$ cat src/rtl/bram_fifo_drain.sv
// Read-side controller for a BRAM-backed FIFO with a 1-cycle registered read port.
// Tracks how many words are still in the BRAM, gates producer writes, issues reads,
// and re-times the BRAM output into a valid/ready stream through a 2-entry buffer.
// The buffer never overflows because a read that is still in flight already counts
// against its two slots.
module bram_fifo_drain #(
    parameter  int DATA_WIDTH = 25,
    parameter  int DEPTH      = 256,
    localparam int CW         = $clog2(DEPTH)
) (
    input  logic                  clk,
    input  logic                  rst,
    input  logic                  wr_req,
    input  logic                  clear,
    output logic                  fifo_wren,
    output logic                  fifo_rden,
    output logic                  fifo_clr,
    input  logic [DATA_WIDTH-1:0] fifo_do,
    output logic                  m_valid,
    input  logic                  m_ready,
    output logic [DATA_WIDTH-1:0] m_data,
    output logic [CW:0]           stored,
    output logic [CW+1:0]         count,
    output logic                  full,
    output logic                  empty,
    output logic                  overflow
);

    logic                  inflight;
    logic [1:0]            buf_cnt;
    logic [DATA_WIDTH-1:0] buf_mem [2];

    logic                  pop;
    logic [2:0]            credit;
    logic [1:0]            buf_base;
    logic [1:0]            buf_cnt_next;
    logic [DATA_WIDTH-1:0] buf0_next;
    logic [DATA_WIDTH-1:0] buf1_next;

    assign pop       = m_valid & m_ready;
    assign full      = (stored == (CW+1)'(DEPTH));
    assign count     = (CW+2)'(stored) + (CW+2)'(inflight) + (CW+2)'(buf_cnt);
    assign empty     = (count == '0);
    assign fifo_clr  = clear;
    assign m_data    = buf_mem[0];

    // Buffer slots occupied after this cycle's pop, plus the word still in flight,
    // must leave room before another read may be launched; reads only look at the
    // registered BRAM count so a word written this cycle is never read the same cycle.
    assign credit    = 3'(buf_cnt) + 3'(inflight) - 3'(pop);
    assign fifo_wren = rst & wr_req & ~full & ~clear;
    assign fifo_rden = rst & ~clear & (stored != '0) & (credit < 3'd2);

    // Next contents of the output buffer: shift on pop, then drop the arriving BRAM word
    // into the first free slot so ordering stays strictly first-in first-out.
    always_comb begin
        buf_base     = buf_cnt - 2'(pop);
        buf_cnt_next = buf_base + 2'(inflight);
        buf0_next    = pop ? buf_mem[1] : buf_mem[0];
        buf1_next    = buf_mem[1];
        if (inflight) begin
            if (buf_base == 2'd0) begin
                buf0_next = fifo_do;
            end else begin
                buf1_next = fifo_do;
            end
        end
    end

    // Occupancy, in-flight flag, buffer fill, stream valid and sticky overflow; clear
    // flushes everything and discards a word that was still on its way from the BRAM.
    always_ff @(posedge clk) begin
        if (!rst) begin
            stored   <= '0;
            inflight <= 1'b0;
            buf_cnt  <= 2'd0;
            m_valid  <= 1'b0;
            overflow <= 1'b0;
        end else if (clear) begin
            stored   <= '0;
            inflight <= 1'b0;
            buf_cnt  <= 2'd0;
            m_valid  <= 1'b0;
            overflow <= 1'b0;
        end else begin
            stored   <= stored + (CW+1)'(fifo_wren) - (CW+1)'(fifo_rden);
            inflight <= fifo_rden;
            buf_cnt  <= buf_cnt_next;
            m_valid  <= (buf_cnt_next != 2'd0);
            overflow <= overflow | (wr_req & full);
        end
    end

    // Output buffer data; the head word only changes on a pop or an arrival into slot 0,
    // so it stays stable while the consumer stalls.
    always_ff @(posedge clk) begin
        if (!rst) begin
            buf_mem[0] <= '0;
            buf_mem[1] <= '0;
        end else if (!clear) begin
            buf_mem[0] <= buf0_next;
            buf_mem[1] <= buf1_next;
        end
    end

endmodule
$ cat config.mk
export PLATFORM = sky130hd
export DESIGN_NAME = bram_fifo_drain
export DESIGN_NICKNAME = d
export VERILOG_FILES = /design/src/rtl/bram_fifo_drain.sv
export SDC_FILE = /design/constraint.sdc
export NUM_CORES = 1
export LEC_CHECK = 0
export CORE_MARGIN = 5
export CORE_UTILIZATION = 29
export CTS_CLUSTER_SIZE = 10
export DETAILED_ROUTE_END_ITERATION = 7
export SYNTH_ARGS = -nofsm -noshare
export SYNTH_HDL_FRONTEND = slang
export SYNTH_SLANG_ARGS = --single-unit
$ cat constraint.sdc
create_clock -name clk -period 6.1 [get_ports clk]
set_input_delay 1.22 -clock clk [delete_from_list [all_inputs] [get_ports clk]]
set_output_delay 1.22 -clock clk [all_outputs]
set_load 0.05 [all_outputs]
==> flow_metrics.tcl, run 1 <==
set metrics [dict create \
    finalWeightedCongestion 0.789 \
    path_cells "clkdlybuf4s50_1 > a21boi_0 > or2_2 > nand2_1 > fa_1 > xnor2_1 > o2111a_1 > clkdlybuf4s50_1" \
    ant_nets 0 \
    drt_wl_total_um 9090 \
    rows 42 \
    synth_area_um2 3830 \
    layout_commonest_cell "clkdlybuf4s50_1" \
    worstPathArrival_ns 4.06 \
    tightest_slew_ns 1.14 \
    firstDrtPassIters 4 \
    multiInputGateArea_um2 1740 \
    die_area_um2 15600 \
    io_pins 81 \
    grt_max_degree 51 \
    final_cell_area_um2 4930 \
    fillerInstances 1246 \
    syn_nets 403 \
    min_period_ns 5.28 \
    syn-mean-instance-area_um2 11.0 \
    worst_path_max_delay_cell "clkdlybuf4s50_1" \
    synth_seq_area_share_pct 46.6 \
    grt_pass1_wl_um 15000 \
    drv_slew 0 \
    grt_use_met1_pct 15.5 \
    start_util_pct 29.2 \
    cp_common_cell "clkdlybuf4s50_1" \
    cp.buffers_inverters 2 \
    synth_edf_count 50 \
    core_area_um2 13100 \
    setup_tns_ns 0 \
    synthFlopType "edfxtp_1" \
    syn_inst 348 \
    grt_pass1_vias 2794 \
    critPathMaxFanout 3 \
    end_kind "output port" \
    clock_latency_ns 0.32 \
    syn_to_final_growth_pct 28.9 \
    finalPower_mw 1.96 \
    use_met2_pct 19.4 \
    placed_area_um2 4640 \
    die_y_um 125 \
    clkTransAtPathRegs_ns 0.05 \
    holdPathEnd "overflow" \
    cts_setup_buffers 0 \
    dr_total_vias 2682 \
    worst_r2r_startpoint "buf_cnt[0]" \
    hold_depth 2 \
    cts_max_level 3 \
    cts-buffers-inserted 9 \
    nNetsFinal 458 \
    power-per-cell-area_nw_per_um2 397 \
    fin_util_pct 37.7 \
    hold_path.class "flop to flop" \
    drive_above_1_share_pct 6.86 \
    dp_cells 568 \
    setup_viol 0 \
    crit_family "buffers and inverters" \
    ir_drop_mv 0.341 \
    ys_warn_count 0 \
    grt_overflow 0 \
    relSlewSlack_pct 23.6 \
    grt_use_met3_pct 3.73 \
    postCtsResizedCells 0 \
    layout.cells.most_common_list "clkdlybuf4s50_1 (80), edfxtp_1 (50), nand2_1 (30)" \
    dp_hpwl_um 6360 \
    crit_start "m_ready" \
    rrSetupSlack_ns 2.44 \
    route.detailed.drc 0 \
    antenna_found_initial 0 \
    ctsHoldBuffers 0 \
    critical_path.max_stage_delay_ns 0.83 \
    criticalPathCategory "input pin to output port" \
    drt_iter0_markers 202 \
    ys_ff_latch 64 \
    r2r_end "stored[6]" \
    cp.depth 8 \
    synth_cell_types 47 \
    fin_skew_ns 0.00554 \
    cts_sinks 64 \
    period_share_pct 86.6 \
    cts_tree "done" \
    fmax_mhz 189 \
    status "finished, final reports clean" \
    power.leakage_nw 1.99 \
    cts_buffer_depth 2 \
    worstHoldStart "overflow" \
    num_antenna_cells 0 \
    grt-busiest-layer "met2" \
    required_ns 4.88 \
    async_flop_share_pct 0 \
    rr_worst_depth 15 \
    io_buffer_count 80 \
    die_w_um 125 \
    cts-root-buf "clkbuf_16" \
    hold_viol_final 0 \
    grt_usage_pct 11.9 \
    grt_setup_unrepaired "no" \
    instances_no_fill 584 \
    critPathLaunchType "input pin" \
    vias_per_cell 4.59 \
    seq_area_um2 1780 \
    drv_cap 0 \
    wl_per_cell_um 15.6 \
]
==> synthesized netlist by cell type (2+ instances only) <==
master / n / share of area [%]
nand3_1: 2 / 0.26
o2111a_1: 2 / 0.59
or2_2: 2 / 0.33
nor2_1: 14 / 1.4
clkbuf_1: 4 / 0.39
or4_1: 2 / 0.39
nand2_1: 30 / 2.9
inv_1: 18 / 1.8
xor2_1: 2 / 0.46
and2_1: 28 / 4.6
o21ai_0: 2 / 0.26
nor2b_1: 3 / 0.49
o21bai_1: 3 / 0.59
mux2i_1: 28 / 7.3
xnor2_1: 11 / 2.5
a21oi_1: 4 / 0.52
o31ai_1: 26 / 5.1
a211oi_1: 2 / 0.39
and3_1: 3 / 0.49
dfxtp_1: 14 / 7.3
ha_1: 21 / 6.9
nor3_1: 6 / 0.78
edfxtp_1: 50 / 39
buf_4: 26 / 5.1
buf_2: 9 / 1.2
nor3b_1: 2 / 0.39
nor4_1: 6 / 0.98
and3b_1: 2 / 0.46
fa_1: 4 / 2.1
nand2b_1: 5 / 0.82
==> per-stage QoR <==
step                setup slack [ns]  hold slack, ns
finish                         0.816           0.493
global route                   0.662           0.548
CTS                            0.813           0.496
detailed placement             0.825           0.481
global placement               0.851           0.458
floorplan                       1.27           0.588
==> cell type report <==
class / instances / share of cell area [%]
flip-flops and latches: 64 / 36.1
multi-input cells: 226 / 35.3
repair buffers: 84 / 16.8
clock buffers: 9 / 4.57
well taps: 176 / 4.47
inverters: 18 / 1.37
clock inverters: 7 / 1.27
==> worst min-delay path: cells and delay by family (launching register included) <==
family | cells | cell delay [ns]
DFF | 1 | 0.33
and+or+nand+nor | 1 | 0.08
AOI/OAI and AO/OA | 1 | 0.05
==> power by group <==
group          internal [mW]  switching (mW)
clock network          0.311           0.180
logic                  0.335           0.548
registers              0.532          0.0534
total                   1.18           0.781
==> kinds of logic (layout without fill, tap and decap cells) <==
logic type,count (synthesis),in the layout,synth area share [%]
flip-flops,64,64,46.6
AO/OA/AOI/OAI,50,50,10.0
XOR/XNOR,13,13,2.98
AND/OR/NAND/NOR,110,110,15.6
buffers and inverters,58,118,8.53
multiplexers,28,28,7.33
adder cells (fa/ha/maj),25,25,8.96
==> layer usage <==
| layer | vias up | part of all wire (%) |
|---|---|---|
| met2 | 78 | 47 |
| li1 | 1324 | - |
| met1 | 1275 | 47 |
| met3 | 5 | 5.6 |
| met4 | 0 | 0.44 |
| met5 | - | 0 |
==> flip-flops by register name (all words and copies together) (netlist names) <==
name,cells
buf_mem,50
inflight,1
m_valid,1
buf_cnt,2
overflow,1
stored,9
==> how the worst max path moves through the flow <==
| stage | endpoint |
|---|---|
| after floorplan | empty |
| after global placement | fifo_rden |
| after detailed placement | fifo_rden |
| after CTS | fifo_rden |
| after global routing | fifo_rden |
| final | fifo_rden |
No activity file was read; power rests on OpenSTA's default activity.
==> run 2, diff against run 1 <==
--- a/config.mk
+++ b/config.mk
@@ -7,7 +7,7 @@
 export LEC_CHECK = 0
 export CORE_MARGIN = 5
 export CORE_UTILIZATION = 29
-export CTS_CLUSTER_SIZE = 10
+export CTS_CLUSTER_SIZE = 25
 export DETAILED_ROUTE_END_ITERATION = 7
 export SYNTH_ARGS = -nofsm -noshare
 export SYNTH_HDL_FRONTEND = slang
==> results of run 2 <==
Final layout, timing and power as in run 1 (identical DEF).
==> run 3, diff against run 2 <==
--- a/config.mk
+++ b/config.mk
@@ -5,7 +5,8 @@
 export SDC_FILE = /design/constraint.sdc
 export NUM_CORES = 1
 export LEC_CHECK = 0
-export CORE_MARGIN = 5
+export ABC_CLOCK_PERIOD_IN_PS = 6100
+export CORE_MARGIN = 3
 export CORE_UTILIZATION = 29
 export CTS_CLUSTER_SIZE = 25
 export DETAILED_ROUTE_END_ITERATION = 7
==> run 3 against run 2 <==
Net effect: final area about the same; sequential share of layout area barely moved; wire length shrank 3.3%; first-iteration DRC count increased by 15%; non-clock buffer count unchanged; register-to-register slack better by 0.06 ns; clock power hardly changed; clock skew decreased by 0.00059 ns; sequential power about the same; global-route usage grew 0.50 points.
==> flow_metrics.tcl, run 3 (synthesized netlist as in run 1, its figures left out) <==
set metrics [dict create \
    critPathMaxFanout 3 \
    largest_reg_flops 50 \
    die_area_um2 14600 \
    status "finished, final reports clean" \
    criticalPathCategory "input pin to output port" \
    antenna_found_initial 0 \
    end_kind "output port" \
    seq_area_um2 1780 \
    clkTransAtPathRegs_ns 0.05 \
    required_ns 4.88 \
    multiInputGateArea_um2 1750 \
    grt_max_degree 51 \
    core_area_um2 12800 \
    period_share_pct 86.2 \
    ant_nets 0 \
    io_pins 81 \
    fin_skew_ns 0.00495 \
    firstDrtPassIters 4 \
    syn_to_final_growth_pct 28.8 \
    cts-root-buf "clkbuf_16" \
    grt_setup_unrepaired "no" \
    drt_iter0_markers 233 \
    vias_per_cell 4.66 \
    fmax_mhz 190 \
    nNetsFinal 458 \
    die_w_um 121 \
    reg_top3 "buf_mem: 50 flops, stored: 9 flops, buf_cnt: 2 flops" \
    dr_total_vias 2701 \
    grt_overflow 0 \
    wl_per_cell_um 15.2 \
    grt_usage_pct 12.4 \
    ir_drop_mv 0.269 \
    setup_tns_ns 0 \
    grt_pass1_vias 2737 \
    hold_viol_final 0 \
    rrSetupSlack_ns 2.50 \
    start_util_pct 30.0 \
    clock_latency_ns 0.32 \
    io_buffer_count 80 \
    cts_setup_buffers 0 \
    drv_slew 0 \
    route.detailed.drc 0 \
    critPathLaunchType "input pin" \
    fillerInstances 1240 \
    dp_hpwl_um 5950 \
    cts_sinks 64 \
    finalWeightedCongestion 0.793 \
    layout_commonest_cell "clkdlybuf4s50_1" \
    postCtsResizedCells 0 \
    cts_max_level 3 \
    cts_buffer_depth 2 \
    min_period_ns 5.26 \
    drt_wl_total_um 8790 \
    worstPathArrival_ns 4.04 \
    grt_pass1_wl_um 14500 \
    ctsHoldBuffers 0 \
    power.leakage_nw 1.99 \
    drv_cap 0 \
    cts-buffers-inserted 9 \
    power-per-cell-area_nw_per_um2 397 \
    hold_path.class "flop to flop" \
    tightest_slew_ns 0.869 \
    rows 41 \
    setup_viol 0 \
    layout.cells.most_common_list "clkdlybuf4s50_1 (80), edfxtp_1 (50), nand2_1 (30)" \
    drive_above_1_share_pct 7.35 \
    num_antenna_cells 0 \
    fin_util_pct 38.6 \
    relSlewSlack_pct 42.1 \
    die_y_um 121 \
    largest-register "buf_mem" \
    cts_tree "done" \
]
## run 3: cell count changes in the layout (fill, tap and decap cells not counted)
cell / previous run / this run
clkbuf_1: 0 / 1
clkinv_1: 2 / 0
clkinv_2: 2 / 3
nand2b_1: 5 / 4
nand2b_2: 0 / 1
## run 3: final cells by class
| type | instances | share of cell area [%] |
|---|---|---|
| clock buffers | 10 | 4.64 |
| inverters | 18 | 1.37 |
| clock inverters | 6 | 1.22 |
| multi-input cells | 226 | 35.4 |
| flip-flops and latches | 64 | 36.1 |
| repair buffers | 84 | 16.9 |
| well taps | 172 | 4.37 |
## run 3: path summary, 6_finish.rpt
path | depth (start not counted) | startpoint | endpoint
setup / recovery | 8 | m_ready | fifo_rden
setup reg to reg | 15 | buf_cnt[0] | stored[6]
hold reg to reg | 2 | overflow | overflow
hold / removal | 2 | overflow | overflow
## run 3: worst max-delay path, stage by stage
cell,delay [ns]
clkdlybuf4s50_1,0.46
a21boi_0,0.38
or2_2,0.21
nand2_1,0.07
fa_1,0.38
xnor2_1,0.21
o2111a_1,0.27
clkdlybuf4s50_1,0.83
## run 3: per-layer routing
layer	global-route usage, %	wire (um)	vias up
met4	2.55	56	0
met5	0	0	-
met3	3.59	500	5
met2	19.1	4000	81
li1	-	-	1332
met1	17.4	4230	1283
## run 3: report_power, final
part / total, mW / internal [mW] / switching, mW
Sequential: 0.584 / 0.532 / 0.0517
Clock: 0.492 / 0.314 / 0.178
Combinational: 0.882 / 0.334 / 0.548
## run 3: metrics by stage
| step | instance area (um^2) | setup WS [ns] | std cells | hold WS [ns] | total power [mW] |
|---|---|---|---|---|---|
| final | 4930 | 0.840 | 580 | 0.473 | 1.96 |
| after floorplan | 3830 | 1.27 | 348 | 0.588 | 1.24 |
| after CTS | 4930 | 0.812 | 580 | 0.477 | 1.98 |
| after global routing | 4930 | 0.672 | 580 | 0.506 | 2.08 |
| after global placement | 4640 | 0.848 | 564 | 0.456 | 1.46 |
| after detailed placement | 4640 | 0.831 | 564 | 0.464 | 1.47 |
